$ cat config.mk
export PLATFORM = sky130hd
export DESIGN_NAME = pll_lock_reset_seq
export DESIGN_NICKNAME = d
export VERILOG_FILES = /design/src/rtl/pll_lock_reset_seq.sv
export SDC_FILE = /design/constraint.sdc
export NUM_CORES = 1
export LEC_CHECK = 0
export CORE_MARGIN = 10
export CORE_UTILIZATION = 50
export DETAILED_ROUTE_END_ITERATION = 16
export GPL_TIMING_DRIVEN = 0
export PLACE_DENSITY = 0.76
export SLEW_MARGIN = 10
export SYNTH_ARGS = -nofsm -noshare
export SYNTH_HDL_FRONTEND = slang
export SYNTH_SLANG_ARGS = --single-unit
$ cat constraint.sdc
create_clock -name clk -period 1.8 [get_ports clk]
set_input_delay 0.27 -clock clk [delete_from_list [all_inputs] [get_ports clk]]
set_output_delay 0.27 -clock clk [all_outputs]
set_load 0.01 [all_outputs]
$ cat src/rtl/pll_lock_reset_seq.sv
// Reset sequencer for the PLL output clock domain: qualifies a synchronized
// lock flag, holds reset for a fixed time, then releases it; counts losses of lock.
module pll_lock_reset_seq #(
    parameter int unsigned LOCK_CYCLES = 4096,
    parameter int unsigned HOLD_CYCLES = 16,
    parameter int unsigned CNT_W       = 8
) (
    input  logic             clk,
    input  logic             rst,
    input  logic             locked,
    output logic             rst_out,
    output logic             ready,
    output logic             lock_lost,
    output logic [CNT_W-1:0] loss_count
);

    localparam int unsigned MAX_CYCLES = (LOCK_CYCLES > HOLD_CYCLES) ? LOCK_CYCLES : HOLD_CYCLES;
    localparam int unsigned CW         = $clog2(MAX_CYCLES + 1);

    typedef enum logic [1:0] {
        WAIT_LOCK,
        QUALIFY,
        HOLD,
        RUN
    } state_t;

    state_t        state;
    state_t        state_n;
    logic [CW-1:0] cnt;
    logic [CW-1:0] cnt_n;
    logic [1:0]    sync_q;
    logic          locked_s;
    logic          loss_evt;

    assign locked_s = sync_q[1];

    always_ff @(posedge clk) begin
        if (rst) begin
            sync_q <= '0;
        end else begin
            sync_q <= {sync_q[0], locked};
        end
    end

    // Loss of synchronized lock always wins over counter completion.
    always_comb begin
        state_n  = state;
        cnt_n    = cnt;
        loss_evt = 1'b0;
        case (state)
            WAIT_LOCK: begin
                cnt_n = '0;
                if (locked_s) begin
                    state_n = QUALIFY;
                    cnt_n   = CW'(1);
                end
            end
            QUALIFY: begin
                if (!locked_s) begin
                    state_n = WAIT_LOCK;
                    cnt_n   = '0;
                end else if (cnt == CW'(LOCK_CYCLES)) begin
                    state_n = HOLD;
                    cnt_n   = CW'(1);
                end else begin
                    cnt_n = cnt + CW'(1);
                end
            end
            HOLD: begin
                if (!locked_s) begin
                    state_n = WAIT_LOCK;
                    cnt_n   = '0;
                end else if (cnt == CW'(HOLD_CYCLES)) begin
                    state_n = RUN;
                end else begin
                    cnt_n = cnt + CW'(1);
                end
            end
            RUN: begin
                if (!locked_s) begin
                    state_n  = WAIT_LOCK;
                    cnt_n    = '0;
                    loss_evt = 1'b1;
                end
            end
            default: begin
                state_n = WAIT_LOCK;
                cnt_n   = '0;
            end
        endcase
    end

    always_ff @(posedge clk) begin
        if (rst) begin
            state      <= WAIT_LOCK;
            cnt        <= '0;
            rst_out    <= 1'b1;
            ready      <= 1'b0;
            lock_lost  <= 1'b0;
            loss_count <= '0;
        end else begin
            state   <= state_n;
            cnt     <= cnt_n;
            rst_out <= (state_n != RUN);
            ready   <= (state_n == RUN);
            if (loss_evt) begin
                lock_lost <= 1'b1;
                if (loss_count != '1) begin
                    loss_count <= loss_count + CNT_W'(1);
                end
            end
        end
    end

endmodule

After elaboration in Yosys (flattened, before gate mapping):

Index checks and enable logic that the tools add are counted.

* output and inout bits: 11
* input bits: 3
* register bits after elaboration: 28
* word-level logic and storage cells: 38

* equal/unequal tests: 10
* multiplexer cells: 16
* add/sub/neg operators: 2
* reductions and logical operators: 3

Operators by type and width (count)
* $mux 13: 5
* $pmux 13 s4: 1
* $add 13x1->13 const B: 1
* $eq 13x13->1 const B: 1
* $eq 13x5->1 const B: 1
* $mux 2: 6
* $add 8x1->8 const B: 1
* $ne 8x8->1 const B: 1
* $pmux 2 s4: 1
* $eq 2x2->1 const B: 3
* $ne 2x2->1 const B: 2
* $reduce_and 2->1: 2
* $mux 1: 3
* $ne 3x3->1 const B: 1
* $eq 2x1->1 const B: 1
* $logic_not 2->1: 1

Longest topological paths before layout:

Gate-level depths: netlist (run 1).

* word-level depth: 5
* depth in mapped cells: 8

Worst setup path after synthesis (run 1):

OpenSTA, ideal clock, no wires.

* path kind: reg-to-reg
* from: register cnt[0]
* to: register cnt[10]
* setup slack: 0.050 ns
* arrival: 1.633 ns
* period minus slack after synthesis: 1.750 ns
* path buffers: 1
* setup time: 0.117 ns
* required time: 1.683 ns
* stages on the path, launching flop included: 9
* path through: dfxtp_1 > inv_1 > ha_1 > nor4b_4 > a41oi_1 > o21ba_1 > buf_6 > a21o_1 > a32o_1

* cells in the longest elaborated chain, start to end: 4
* elaborated cells on any way between the ends: 10
* those cells by class: add/sub (1); eq/ne (3); mux (5); reduce/logical (1)

RTL lines
* start: declaration: line 29 `logic [CW-1:0] cnt;`
* start signal: assignment: line 103 `cnt <= cnt_n;`
* $add 13x1->13 or $eq 13x13->1 (tied branches): line 66, 76, 62
* $mux 13, on equally long branches: line 73, 62
* $mux 13, on equally long branches: line 70, 59
* $pmux 13 s4: line 50 `case (state)`

Parallel ways exist; a longest one is shown, timed or not. The select of a mux whose other input is x is not followed.
A chain may end at the register's enable or synchronous reset.

Worst setup path in the final report (run 1):

* from: register state[1]
* to: register cnt[2]

* cells in the longest elaborated chain, start to end: 3
* elaborated cells on any way between the ends: 8
* those cells by class: eq/ne (5); mux (1); reduce/logical (2)

RTL lines
* start: declaration: line 27 `state_t state;`
* start signal: assignment: line 102 `state <= state_n;`
* $eq 2x2->1: line 50
* $ne 3x3->1 (no source line) or $ne 2x2->1 (tied branches)
* $reduce_and 2->1 (no source line)

Parallel ways exist; a longest one is shown, timed or not.

==> out/metrics.csv, run 1 <==
metric,value,unit
P_leak,0.691,nW
fraction of registers with async set/reset,0,
CP Class,register to register,
CTS Buf Count,3,
Crit-path slowest cell,or4_1,
Max Slew Vio Count,0,
Rel. slew slack,0.683,
number of flops mapped to enable cells by yosys,0,
CTS tree,done,
"FF+latch count, synth",28,
worst hold margin,0.457,ns
Row Count,19,
PortBufs,13,
num ports,14,
most frequent cell after synthesis,dfxtp_1,
top flip-flop cell by instance count after synthesis,dfxtp_1,
dpl cell area,0.00160,mm^2
top cells by area in the synthesized netlist,"dfxtp_1 (39%), nor2_1 (6.5%), nand3_1 (4.9%)",
worst min-delay path class,register to register,
gr usage total,0.122,
total inserted antenna cells,0,
wire per inst,14.9,um
WL final,3300,um
Max Cap Violations,0,
largest net degree at the start of global routing,16,
Fmax,0.561,GHz
Worst setup EP type,register,
maximum fanout along the worst path,9,
synth warn,0,
TritonRoute pass-1 iters,4,
ratio of cells with drive above 1 in the final layout,0.225,
nets,198,
vias in the first global route,1144,
DR vias,1247,
Final Setup Violations,0,
post-route minimum period,1.78,ns
first-pass GRT wire length,5370,um
share of the synthesized area in the top cell type,0.391,
clock skew,0.00915,ns
vias per cell,5.62,
clock insertion delay at the later pin of the skew report,0.33,ns
Longest Clk Path Bufs,2,
PwrDens,533,mW/mm^2
final period utilization,0.991,
Synth Net Count,167,
antenna-violating nets left,0,
Hold Fails Final Rpt,0,
die width,73.6,um
HPWL after DPL,2150,um
Final Wtd Congestion,0.805,
"CP delay by family, top",simple AND/OR/NAND/NOR gates,
core area,0.00276,mm^2
die area,0.00541,mm^2
Synth Instances,161,
RSZ-0062 raised after global routing,yes,
Sink Count,28,
GR Overflow Total,0,
register area share after synthesis,0.391,
Iter 0 DRT Violations,81,
"Critical Path, Cell by Cell",bufbuf_16 -> nand2b_1 -> a41oi_2 -> buf_4 -> o21bai_1 -> or4_1 -> nand3_1,
Root Driver,clkbuf_4,
H-tree lvl count,1,
Mean Syn Cell Area,8.91,um^2
Startpoint Class,register,
"slowest stage delay, CP",0.47,ns
total power,0.964,mW
WP data required,2.08,ns
antenna violations before repair,0,
drt drc,0,
Die Y,73.6,um
Worst Tran Pin Value,0.474,ns
"Reg clk slew, reported paths",0.14,ns
Syn Std Cell Area,0.00144,mm^2
finished layout cell area,0.00181,mm^2
outcome,finished clean,
peak supply drop,0.536,mV
initial core utilization,0.520,
most area-hungry cell type in the Yosys netlist,dfxtp_1,
layout overhead on the synthesized area,26.0,%
"Distinct cells, synth",49,
Worst Path Buf+Inv,2,
Synth top cells by count,"dfxtp_1 (28), nor2_1 (25), nand3_1 (14)",
Critical Path AT,2.06,ns
-- cell usage in the layout, fill, tap and decap left out, types with 2 or more instances in the layout --
master,n
a32o_1,3
buf_4,13
nor3_1,6
a211oi_1,2
inv_1,4
ha_1,2
clkbuf_4,3
xor2_1,2
nor2b_1,4
nand3_1,14
nand2_1,9
a31oi_1,4
o21ai_0,2
nor2_1,25
buf_6,3
dfxtp_1,25
xnor2_1,7
clkdlybuf4s50_1,13
a21oi_1,4
nand2b_1,3
and3_2,2
dfxtp_2,2
nand4_1,4
-- what timing repair did --
item / 4_1_cts / 5_1_grt
resized for setup: 15 / 7
pin swaps: 5 / 8
hold buffers: 0 / 0
buffers inserted: 11 / 3
setup endpoints to repair: 9 / 15
-- routing by layer --
layer / wire length [um] / part of all wire / global-route usage / up-vias
li1: - / - / - / 636
met1: 1480 / 0.45 / 0.155 / 584
met2: 1600 / 0.49 / 0.189 / 19
met3: 138 / 0.042 / 0.0283 / 8
met4: 78 / 0.024 / 0.0538 / 0
met5: 0 / 0 / 0 / -
-- registers in the layout, indices dropped and copies added, names as in the netlist --
signal	cells
rst_out	1
ready	1
lock_lost	1
sync_q	2
cnt	13
state	2
loss_count	8
-- layout make-up --
class | instances | area (um^2)
Multi-Input combinational cell | 122 | 843
Clock buffer | 4 | 36.3
Sequential cell | 28 | 567
Tap cell | 31 | 38.8
Timing Repair Buffer | 27 | 243
Inverter | 6 | 25.0
Fill cell | 225 | 950
Buffer | 4 | 55.1
-- through the flow --
stage	util	worst slack [ns]	setup TNS (ns)	cells
after floorplan	-	0.0497	0	161
after detailed placement	0.582	-0.201	-0.973	205
after global routing	0.656	-0.0719	-0.293	222
after CTS	0.637	0.00868	0	219
after global placement	0.582	-0.183	-0.803	205
final	0.656	0.0169	0	222
-- final timing paths --
check / start / to / slack, ns / cells after the start
worst max-delay path: state[1]$_SDFF_PP0_ / cnt[2]$_SDFFE_PP0P_ / 0.02 / 7
worst min-delay path: sync_q[0]$_SDFF_PP0_ / sync_q[1]$_SDFF_PP0_ / 0.46 / 1
worst max register to register: state[1]$_SDFF_PP0_ / cnt[2]$_SDFFE_PP0P_ / 0.02 / 7
worst min register to register: sync_q[0]$_SDFF_PP0_ / sync_q[1]$_SDFF_PP0_ / 0.46 / 1
-- power breakdown --
group / internal [mW] / total [mW] / switching, mW
combinational: 0.0153 / 0.0304 / 0.0152
sequential: 0.622 / 0.624 / 0.00232
clock: 0.124 / 0.309 / 0.185
total: 0.761 / 0.964 / 0.203
-- cell families after synthesis --
| kind of cell | after synthesis | share of synthesized area |
|---|---|---|
| AND/OR/NAND/NOR | 81 | 0.321 |
| AO/OA/AOI/OAI | 28 | 0.144 |
| flip-flops | 28 | 0.391 |
| buffers and inverters | 11 | 0.0567 |
| XOR/XNOR | 9 | 0.0549 |
| adder cells (fa/ha/maj) | 3 | 0.0262 |
| multiplexers | 1 | 0.00697 |
Power figures use the tool's default switching activity.
==> run 2, diff against run 1 <==
--- a/config.mk
+++ b/config.mk
@@ -9,8 +9,10 @@
 export CORE_UTILIZATION = 50
 export DETAILED_ROUTE_END_ITERATION = 16
 export GPL_TIMING_DRIVEN = 0
+export HOLD_SLACK_MARGIN = 0.05
 export PLACE_DENSITY = 0.76
 export SLEW_MARGIN = 10
 export SYNTH_ARGS = -nofsm -noshare
 export SYNTH_HDL_FRONTEND = slang
 export SYNTH_SLANG_ARGS = --single-unit
+export TNS_END_PERCENT = 1
==> run 2 against run 1 <==
Compared with the run above:
- the flow now finishes with violations (negative setup slack)
- clock-buffer cell count unchanged
- clock skew decreased by 0.0026 ns
- first-iteration DRC count increased by 14%
- total power decreased by 0.26%
- critical path depth decreased by 1
- largest power group unchanged
==> out/metrics.csv, run 2 (synthesis gave the netlist of run 1 again) <==
metric,value,unit,change
outcome,"finished, violations left",,
violated checks,negative setup slack,,
"Reg clk slew, reported paths",0.15,ns,about the same
clock insertion delay at the later pin of the skew report,0.33,ns,about the same
final period utilization,1.01,,+0.0170
setup ws final,-0.0137,ns,-0.0306 ns
Worst setup EP type,register,,
peak supply drop,0.535,mV,about the same
"commonest non-fill, non-tap cells in the layout","dfxtp_1 (26), nor2_1 (25), nand3_1 (13), clkdlybuf4s50_1 (13), buf_4 (11)",,
WL final,3280,um,-0.64%
antenna-violating nets left,0,,unchanged
TritonRoute pass-1 iters,4,,unchanged
Crit-path slowest cell,dfxtp_1,,
CTS tree,done,,
num ports,14,,unchanged
layout overhead on the synthesized area,24.8,%,
post-route minimum period,1.81,ns,+0.0306 ns
Row Count,19,,unchanged
PwrDens,537,mW/mm^2,+0.64%
finished layout cell area,0.00179,mm^2,-0.90%
DR WL met2,1620,um,+0.75%
register name with the most flops,cnt,,
Hold Fails Final Rpt,0,,unchanged
first-pass GRT wire length,5110,um,-4.8%
highest metal used,met4,,
Root Driver,clkbuf_4,,
P_leak,0.682,nW,-1.3%
Worst Path Buf+Inv,1,,-1
Startpoint Class,register,,
GR Overflow Total,0,,unchanged
HPWL after DPL,2150,um,unchanged
RSZ-0062 raised after global routing,yes,,
wire per inst,14.9,um,+0.27%
"Critical Path, Cell by Cell",nor4_4 -> a41oi_2 -> o21ba_4 -> buf_6 -> a21o_1 -> a32o_1,,
vias in the first global route,1102,,-3.7%
Max Cap Violations,0,,unchanged
CP Class,register to register,,
Die Y,73.6,um,unchanged
"slowest stage delay, CP",0.42,ns,-0.05 ns
die area,0.00541,mm^2,unchanged
total power,0.962,mW,-0.26%
Final Setup Violations,2,,+2
cts hold-fix bufs,0,,unchanged
Reg area,566,um^2,-0.22%
ratio of cells with drive above 1 in the final layout,0.222,,-0.00291
die width,73.6,um,unchanged
initial core utilization,0.520,,unchanged
PortBufs,13,,unchanged
Fillers,220,,-2.2%
Largest regs,"cnt x13, loss_count x8",,
Sink Count,28,,unchanged
worst min-delay path class,register to register,,
Rel. slew slack,0.687,,+0.00390
met3 wire length,163,um,+18%
Fmax,0.551,GHz,-1.7%
Critical Path AT,2.06,ns,about the same
"commonest non-fill, non-tap cell in the layout",dfxtp_1,,
dpl cell area,0.00160,mm^2,unchanged
clock skew,0.00658,ns,-0.00258 ns
largest net degree at the start of global routing,16,,unchanged
maximum fanout along the worst path,6,,-3
Iter 0 DRT Violations,92,,+14%
CTS Buf Count,3,,unchanged
core area,0.00276,mm^2,unchanged
Longest Clk Path Bufs,2,,unchanged
max reg flops,13,,unchanged
drt drc,0,,unchanged
Routed met1 length,1450,um,-2.4%
total inserted antenna cells,0,,unchanged
antenna violations before repair,0,,unchanged
"CP delay by family, top",compound AO/OA/AOI/OAI gates,,
gr usage total,0.116,,-0.00521
Final Wtd Congestion,0.805,,unchanged
WP data required,2.05,ns,-0.03 ns
Worst Tran Pin Value,0.468,ns,-0.00583 ns
H-tree lvl count,1,,unchanged
nets,196,,-1.0%
multi-input logic area,843,um^2,unchanged
DR vias,1258,,+0.88%
vias per cell,5.72,,+1.8%
Max Slew Vio Count,0,,unchanged
[run 2: stage by stage]
step                setup slack [ns]  cells  setup TNS, ns  hold slack (ns)   util
global placement              -0.183    205         -0.803            0.425  0.582
global route                  -0.117    220         -0.510            0.462  0.650
CTS                          -0.0402    215        -0.0784            0.458  0.625
finish                       -0.0137    220        -0.0221            0.456  0.650
floorplan                     0.0497    161              0            0.342      -
detailed placement            -0.201    205         -0.973            0.426  0.582
[run 2: timing repair]
| action | in CTS | in global routing |
|---|---|---|
| resized for setup | 13 | 10 |
| pin swaps | 5 | 6 |
| setup buffers | 7 | 5 |
| endpoints found under the setup margin | 9 | 16 |
[run 2: power breakdown]
group          leakage [nW]  internal, mW  total [mW]  switching [mW]
clock                0.0210         0.124       0.308           0.184
combinational         0.434        0.0148      0.0295          0.0147
sequential            0.227         0.622       0.624         0.00229
total                 0.682         0.761       0.962           0.201
[run 2: worst paths after layout]
kind                        startpoint                    to  slack (ns)  cells past startpoint
setup / recovery   cnt[6]$_SDFFE_PP0P_  cnt[10]$_SDFFE_PP0P_       -0.01                      6
hold / removal    sync_q[0]$_SDFF_PP0_  sync_q[1]$_SDFF_PP0_        0.46                      1
setup reg to reg   cnt[6]$_SDFFE_PP0P_  cnt[10]$_SDFFE_PP0P_       -0.01                      6
hold reg to reg   sync_q[0]$_SDFF_PP0_  sync_q[1]$_SDFF_PP0_        0.46                      1
[run 2: metal layers]
layer	GRT usage	vias to the layer above
met1	0.150	591
met2	0.180	26
met5	0	-
li1	-	635
met3	0.0283	6
met4	0.0497	0
[run 2: layout make-up]
cell class,instances,share of cell area
Tap cell,31,0.0216
Clock buffer,4,0.0203
Buffer,4,0.0307
Timing Repair Buffer,25,0.127
Inverter,6,0.0140
Multi-Input combinational cell,122,0.471
Sequential cell,28,0.316
